File: src/rtl/alpha_trim_mean.sv
// alpha_trim_mean
// Back end of the modified alpha-trimmed mean filter. It latches the pixel
// window when the sorter starts, then takes the rank-ordered index list when
// the sorter finishes. It discards the TRIM smallest and TRIM largest samples,
// accumulates the remaining N samples one per clock, and divides by N.
//
// Optional build macro: ALPHA_MEAN_ROUND_EN
//   defined     -> mean rounded half-up: floor((2*sum + N) / (2*N))
//   not defined -> mean truncated:       floor(sum / N)
// Latency and interface are the same in both builds.

module alpha_trim_mean #(
    parameter int DN     = 25,
    parameter int DW     = 8,
    parameter int DW_SEQ = $clog2(DN),
    parameter int TRIM   = 4
) (
    input  logic                 clk,
    input  logic                 rst_n,
    input  logic                 win_valid,
    input  logic [DW*DN-1:0]     data_window,
    input  logic                 seq_valid,
    input  logic [DW_SEQ*DN-1:0] sequence_sorted,
    output logic                 in_ready,
    output logic [DW-1:0]        mean_out,
    output logic                 out_valid
);

    // Number of kept samples, sum width, and a one-bit-wider width that
    // holds the doubled sum used by the rounding divider.
    localparam int N  = DN - 2 * TRIM;
    localparam int SW = DW + $clog2(N + 1);
    localparam int NW = SW + 1;

    // First and last rank slots that contribute to the sum.
    localparam logic [DW_SEQ-1:0] K_FIRST = DW_SEQ'(TRIM);
    localparam logic [DW_SEQ-1:0] K_LAST  = DW_SEQ'(DN - 1 - TRIM);

    typedef enum logic [2:0] {
        IDLE     = 3'd0,
        WAIT_SEQ = 3'd1,
        ACCUM    = 3'd2,
        DIV      = 3'd3,
        OUT      = 3'd4
    } state_t;

    state_t                state;
    state_t                next_state;

    logic [DW*DN-1:0]      win_reg;
    logic [DW_SEQ*DN-1:0]  seq_reg;
    logic [SW-1:0]         sum;
    logic [DW_SEQ-1:0]     k;

    logic [DW_SEQ-1:0]     cur_index;
    logic [DW-1:0]         cur_sample;
    logic [NW-1:0]         numer;
    logic [DW-1:0]         mean_next;

    // Selects rank slot i from the registered index list. Slots outside the
    // window never occur in ACCUM, but an out-of-range k reads as zero.
    function automatic logic [DW_SEQ-1:0] pick_index(
        input logic [DW_SEQ*DN-1:0] seq,
        input logic [DW_SEQ-1:0]    i
    );
        pick_index = '0;
        for (int j = 0; j < DN; j++) begin
            if (i == DW_SEQ'(j)) begin
                pick_index = seq[j*DW_SEQ +: DW_SEQ];
            end
        end
    endfunction

    // Selects sample i from the registered window. A corrupt index from the
    // sorter (>= DN) contributes zero instead of reading past the window.
    function automatic logic [DW-1:0] pick_sample(
        input logic [DW*DN-1:0]  win,
        input logic [DW_SEQ-1:0] i
    );
        pick_sample = '0;
        for (int j = 0; j < DN; j++) begin
            if (i == DW_SEQ'(j)) begin
                pick_sample = win[j*DW +: DW];
            end
        end
    endfunction

    // State register; reset returns the block to IDLE immediately.
    always_ff @(posedge clk or negedge rst_n) begin
        if (!rst_n) begin
            state <= IDLE;
        end else begin
            state <= next_state;
        end
    end

    // Next-state logic; strobes outside their accepting state are ignored.
    always_comb begin
        next_state = state;
        case (state)
            IDLE: begin
                if (win_valid) begin
                    next_state = WAIT_SEQ;
                end
            end
            WAIT_SEQ: begin
                if (seq_valid) begin
                    next_state = ACCUM;
                end
            end
            ACCUM: begin
                if (k == K_LAST) begin
                    next_state = DIV;
                end
            end
            DIV: begin
                next_state = OUT;
            end
            OUT: begin
                next_state = IDLE;
            end
            default: begin
                next_state = IDLE;
            end
        endcase
    end

    // Handshake outputs decoded straight from the state.
    always_comb begin
        in_ready  = (state == IDLE);
        out_valid = (state == OUT);
    end

    // Sample addressed by the current rank slot during accumulation.
    always_comb begin
        cur_index  = pick_index(seq_reg, k);
        cur_sample = pick_sample(win_reg, cur_index);
    end

    // Constant-divisor mean of the accumulated sum.
    always_comb begin
`ifdef ALPHA_MEAN_ROUND_EN
        numer     = {sum, 1'b0} + NW'(N);
        mean_next = DW'(numer / NW'(2 * N));
`else
        numer     = {1'b0, sum};
        mean_next = DW'(numer / NW'(N));
`endif
    end

    // Datapath registers: window/sequence capture, accumulation and result.
    always_ff @(posedge clk or negedge rst_n) begin
        if (!rst_n) begin
            win_reg  <= '0;
            seq_reg  <= '0;
            sum      <= '0;
            k        <= '0;
            mean_out <= '0;
        end else begin
            case (state)
                IDLE: begin
                    if (win_valid) begin
                        win_reg <= data_window;
                    end
                end
                WAIT_SEQ: begin
                    if (seq_valid) begin
                        seq_reg <= sequence_sorted;
                        sum     <= '0;
                        k       <= K_FIRST;
                    end
                end
                ACCUM: begin
                    sum <= sum + SW'(cur_sample);
                    k   <= k + DW_SEQ'(1);
                end
                DIV: begin
                    mean_out <= mean_next;
                end
                default: begin
                end
            endcase
        end
    end

endmodule

File: config.mk
export PLATFORM = sky130hd
export DESIGN_NAME = alpha_trim_mean
export DESIGN_NICKNAME = d
export VERILOG_FILES = /design/src/rtl/alpha_trim_mean.sv
export SDC_FILE = /design/constraint.sdc
export NUM_CORES = 1
export LEC_CHECK = 0
export BUFFER_PORTS_ARGS = -buffer_cell sky130_fd_sc_hd__buf_4
export CORE_AREA = 4 4 183 221
export DETAILED_ROUTE_END_ITERATION = 16
export DIE_AREA = 0 0 187 225
export PLACE_DENSITY_LB_ADDON = 0.15
export SLEW_MARGIN = 20
export SYNTH_ARGS = -nofsm -noshare
export SYNTH_HDL_FRONTEND = slang
export SYNTH_SLANG_ARGS = --single-unit
File: constraint.sdc
create_clock -name clk -period 7.1 [get_ports clk]
set_input_delay 0.71 -clock clk [delete_from_list [all_inputs] [get_ports clk]]
set_output_delay 0.71 -clock clk [all_outputs]
set_load 0.05 [all_outputs]
==> metrics.txt <==
outcome=finished, final reports clean; WP data arrival=7.09 ns; core box area=0.0384 mm2; top cells by count, synth=nand2_1 (468), dfrtp_1 (354), mux2_2 (195); Fillers=~3300; drt pass-1 iters=7; clock slew at reported path FFs=around 0.060 ns; Post-Place Setup Slack=~0.24 ns; top-count cell post-synth=nand2_1; Pwr Density=between 600 and 700 mW/mm2; Post-Route WL=58.4 mm; post-DR vias/cell=between 5 and 6; Non-Filler Instances=about 2800; H-tree levels=2; Tmin final=6.68 ns; max-cap violation count=0; initial antenna violation count=1; Crit Path Class=reg -> reg; largest net degree at the start of global routing=between 150 and 200; Crit. End Element=flop; area delta synth->final=24.9%; Worst-Margin Slew=1.07 ns; IO buf count=approximately 340; GRT overflow=0; Layout Nets=2605; Relative slew margins=28.6%; leading area contributor after synthesis=dfrtp_1; sequential-to-total area share from yosys stat=47.8%; IO Pins=339; DRT iter0 DRCs=1085; maximum VDD drop=0.360 mV; Ys Warns=0; Starting Density=48.3%; achievable frequency=150 MHz; Final Hold Viols=0; placed insts=roughly 2700; Post-synth EDFFs=0; setup ws final=0.422 ns; Post-Synthesis Cells=1937; CTS Root Cell=clkbuf_16; RSZ-0062 raised after global routing=true; post-DP HPWL=roughly 44 mm; clk_lat worst skew=0.55 ns; Avg Cell Area, Syn=about 9.6 um2; Crit Path Max Fanout=12; num rows=79; CP Launch Type=flop; first-pass GRT wire length=90.8 mm; hold crit path type=in -> async; Seq cells post-synth=354; post-synthesis net count=2282; Worst Hold Margin=~0.11 ns; Critical Path RT=7.51 ns; Lkg Pwr=10.6 nW; clock skew=0.0160 ns; share of cells above drive strength 1=31.0%; setup violators final=0; Die Width=187 um; fin crit share=94.1%; max reg flops=200; Top FF cell, synth=dfrtp_1; Post-CTS Hold Fix Bufs=0; GRT Util Overall=around 27%; final instance area=0.0232 mm2; mapped cell area=0.0185 mm2; Placed Area=roughly 0.022 mm2; Synth top area share=47.8%; Post-synth ARST share=100%; post-DR wirelength/cell=21.0 um; Clock Path Buffers=3; clk sinks=354; die area=0.0421 mm2; CTS tree=yes; Netlist cell types=slightly above 100; Synth area leaders=dfrtp_1 (48%), mux2_2 (12%), nand2_1 (9.5%), o21ai_0 (2.8%), a21oi_1 (2.1%); Num CTS Buffers=38; DRC Markers=0; vias in the first global route=roughly 16000; Slew Viols, Final=0; Vias=16000; die height=225 um; GP Congestion=a little over 0.9; Antenna Violating Nets Remaining=0; Final Power=14.2 mW
## cells by family after synthesis
| group | Yosys count | share of synthesized area [%] |
|---|---|---|
| AOI/OAI and AO/OA | 436 | 16.4 |
| buffers and inverters | 171 | 3.64 |
| and+or+nand+nor | 727 | 17.2 |
| muxes | 222 | 13.4 |
| xor gates and xnor gates | 11 | 0.560 |
| DFF | 354 | 47.8 |
| adders and majority gates | 16 | 1.12 |
## power by group
group          switching, mW  internal (mW)
sequential             0.694           3.00
combinational           4.82           3.52
clock                  0.851           1.29
## layer usage
| metal | GRT usage [%] | wire length (um) | part of all wire [%] |
|---|---|---|---|
| met5 | 0 | 0 | 0 |
| met4 | 9.85 | 2240 | 3.8 |
| met3 | 4.04 | 3200 | 5.5 |
| met2 | 46.6 | 28700 | 49 |
| met1 | 34.9 | 24200 | 41 |
## cell usage in the layout (no fill, tap or decap), types with 25 or more instances in the layout
master and count:
nor2_1 82, mux2_2 195, mux2i_1 25, o21ai_0 104, inv_1 55, dfrtp_1 354
buf_4 391, clkbuf_16 39, o22ai_1 25, nand3_1 31, nand2_1 467, a21oi_1 76
## layout make-up
type | instances | area [um2] | area share, %
Sequential cell | 354 | 8860 | 38.3
Inverter | 58 | 218 | 0.940
Antenna cell | 1 | 2.50 | 0.0108
Clock inverter | 20 | 289 | 1.25
Clock buffer | 49 | 1060 | 4.59
Timing Repair Buffer | 396 | 3010 | 13.0
Multi-Input combinational cell | 1412 | 9100 | 39.3
Tap cell | 486 | 608 | 2.63
## per-stage QoR
step | util (%) | TNS [ns]
2_1_floorplan | - | 0
3_3_place_gp | 56.6 | 0
3_5_place_dp | 56.6 | 0
4_1_cts | 60.1 | 0
5_1_grt | 60.4 | -0.0773
6_report | 60.4 | 0
## final timing paths
kind / startpoint / endpoint / slack, ns / depth (start not counted)
worst max-delay path: k[1] / sum[12] / 0.42 / 27
worst min-delay path: rst_n / seq_reg[53] / 0.11 / 1
worst max register to register: k[1] / sum[12] / 0.42 / 27
worst min register to register: seq_reg[99] / seq_reg[99] / 0.48 / 2
max in group asynchronous: rst_n / win_reg[160] / 5.65 / 2
min in group clk: sequence_sorted[24] / seq_reg[24] / 0.35 / 3
## worst max-delay path, cell delays in order (launching register included)
cell	delay, ns
dfrtp_1	0.43
inv_1	0.12
ha_1	0.40
buf_4	0.25
nand2_1	0.15
or3_1	0.34
o211ai_1	0.10
a32oi_1	0.15
o22ai_1	0.23
a41oi_1	0.24
o221ai_4	0.50
nand2b_1	0.48
nor4_4	0.08
buf_4	0.20
a22o_1	0.23
a2111oi_0	0.42
nand4_1	0.27
a221oi_1	0.42
o21ai_1	0.15
ha_1	0.29
inv_1	0.06
o21bai_1	0.21
a21o_1	0.17
a21oi_1	0.10
nor4_2	0.23
nand3_1	0.13
nand3_1	0.10
o21ai_0	0.08
## repair_timing
item,CTS,global route
setup buffers,0,5
gates resized for setup,0,13
endpoints found under the setup margin,0,5
hold endpoints to repair,0,0
Power figures use the tool's default switching activity.
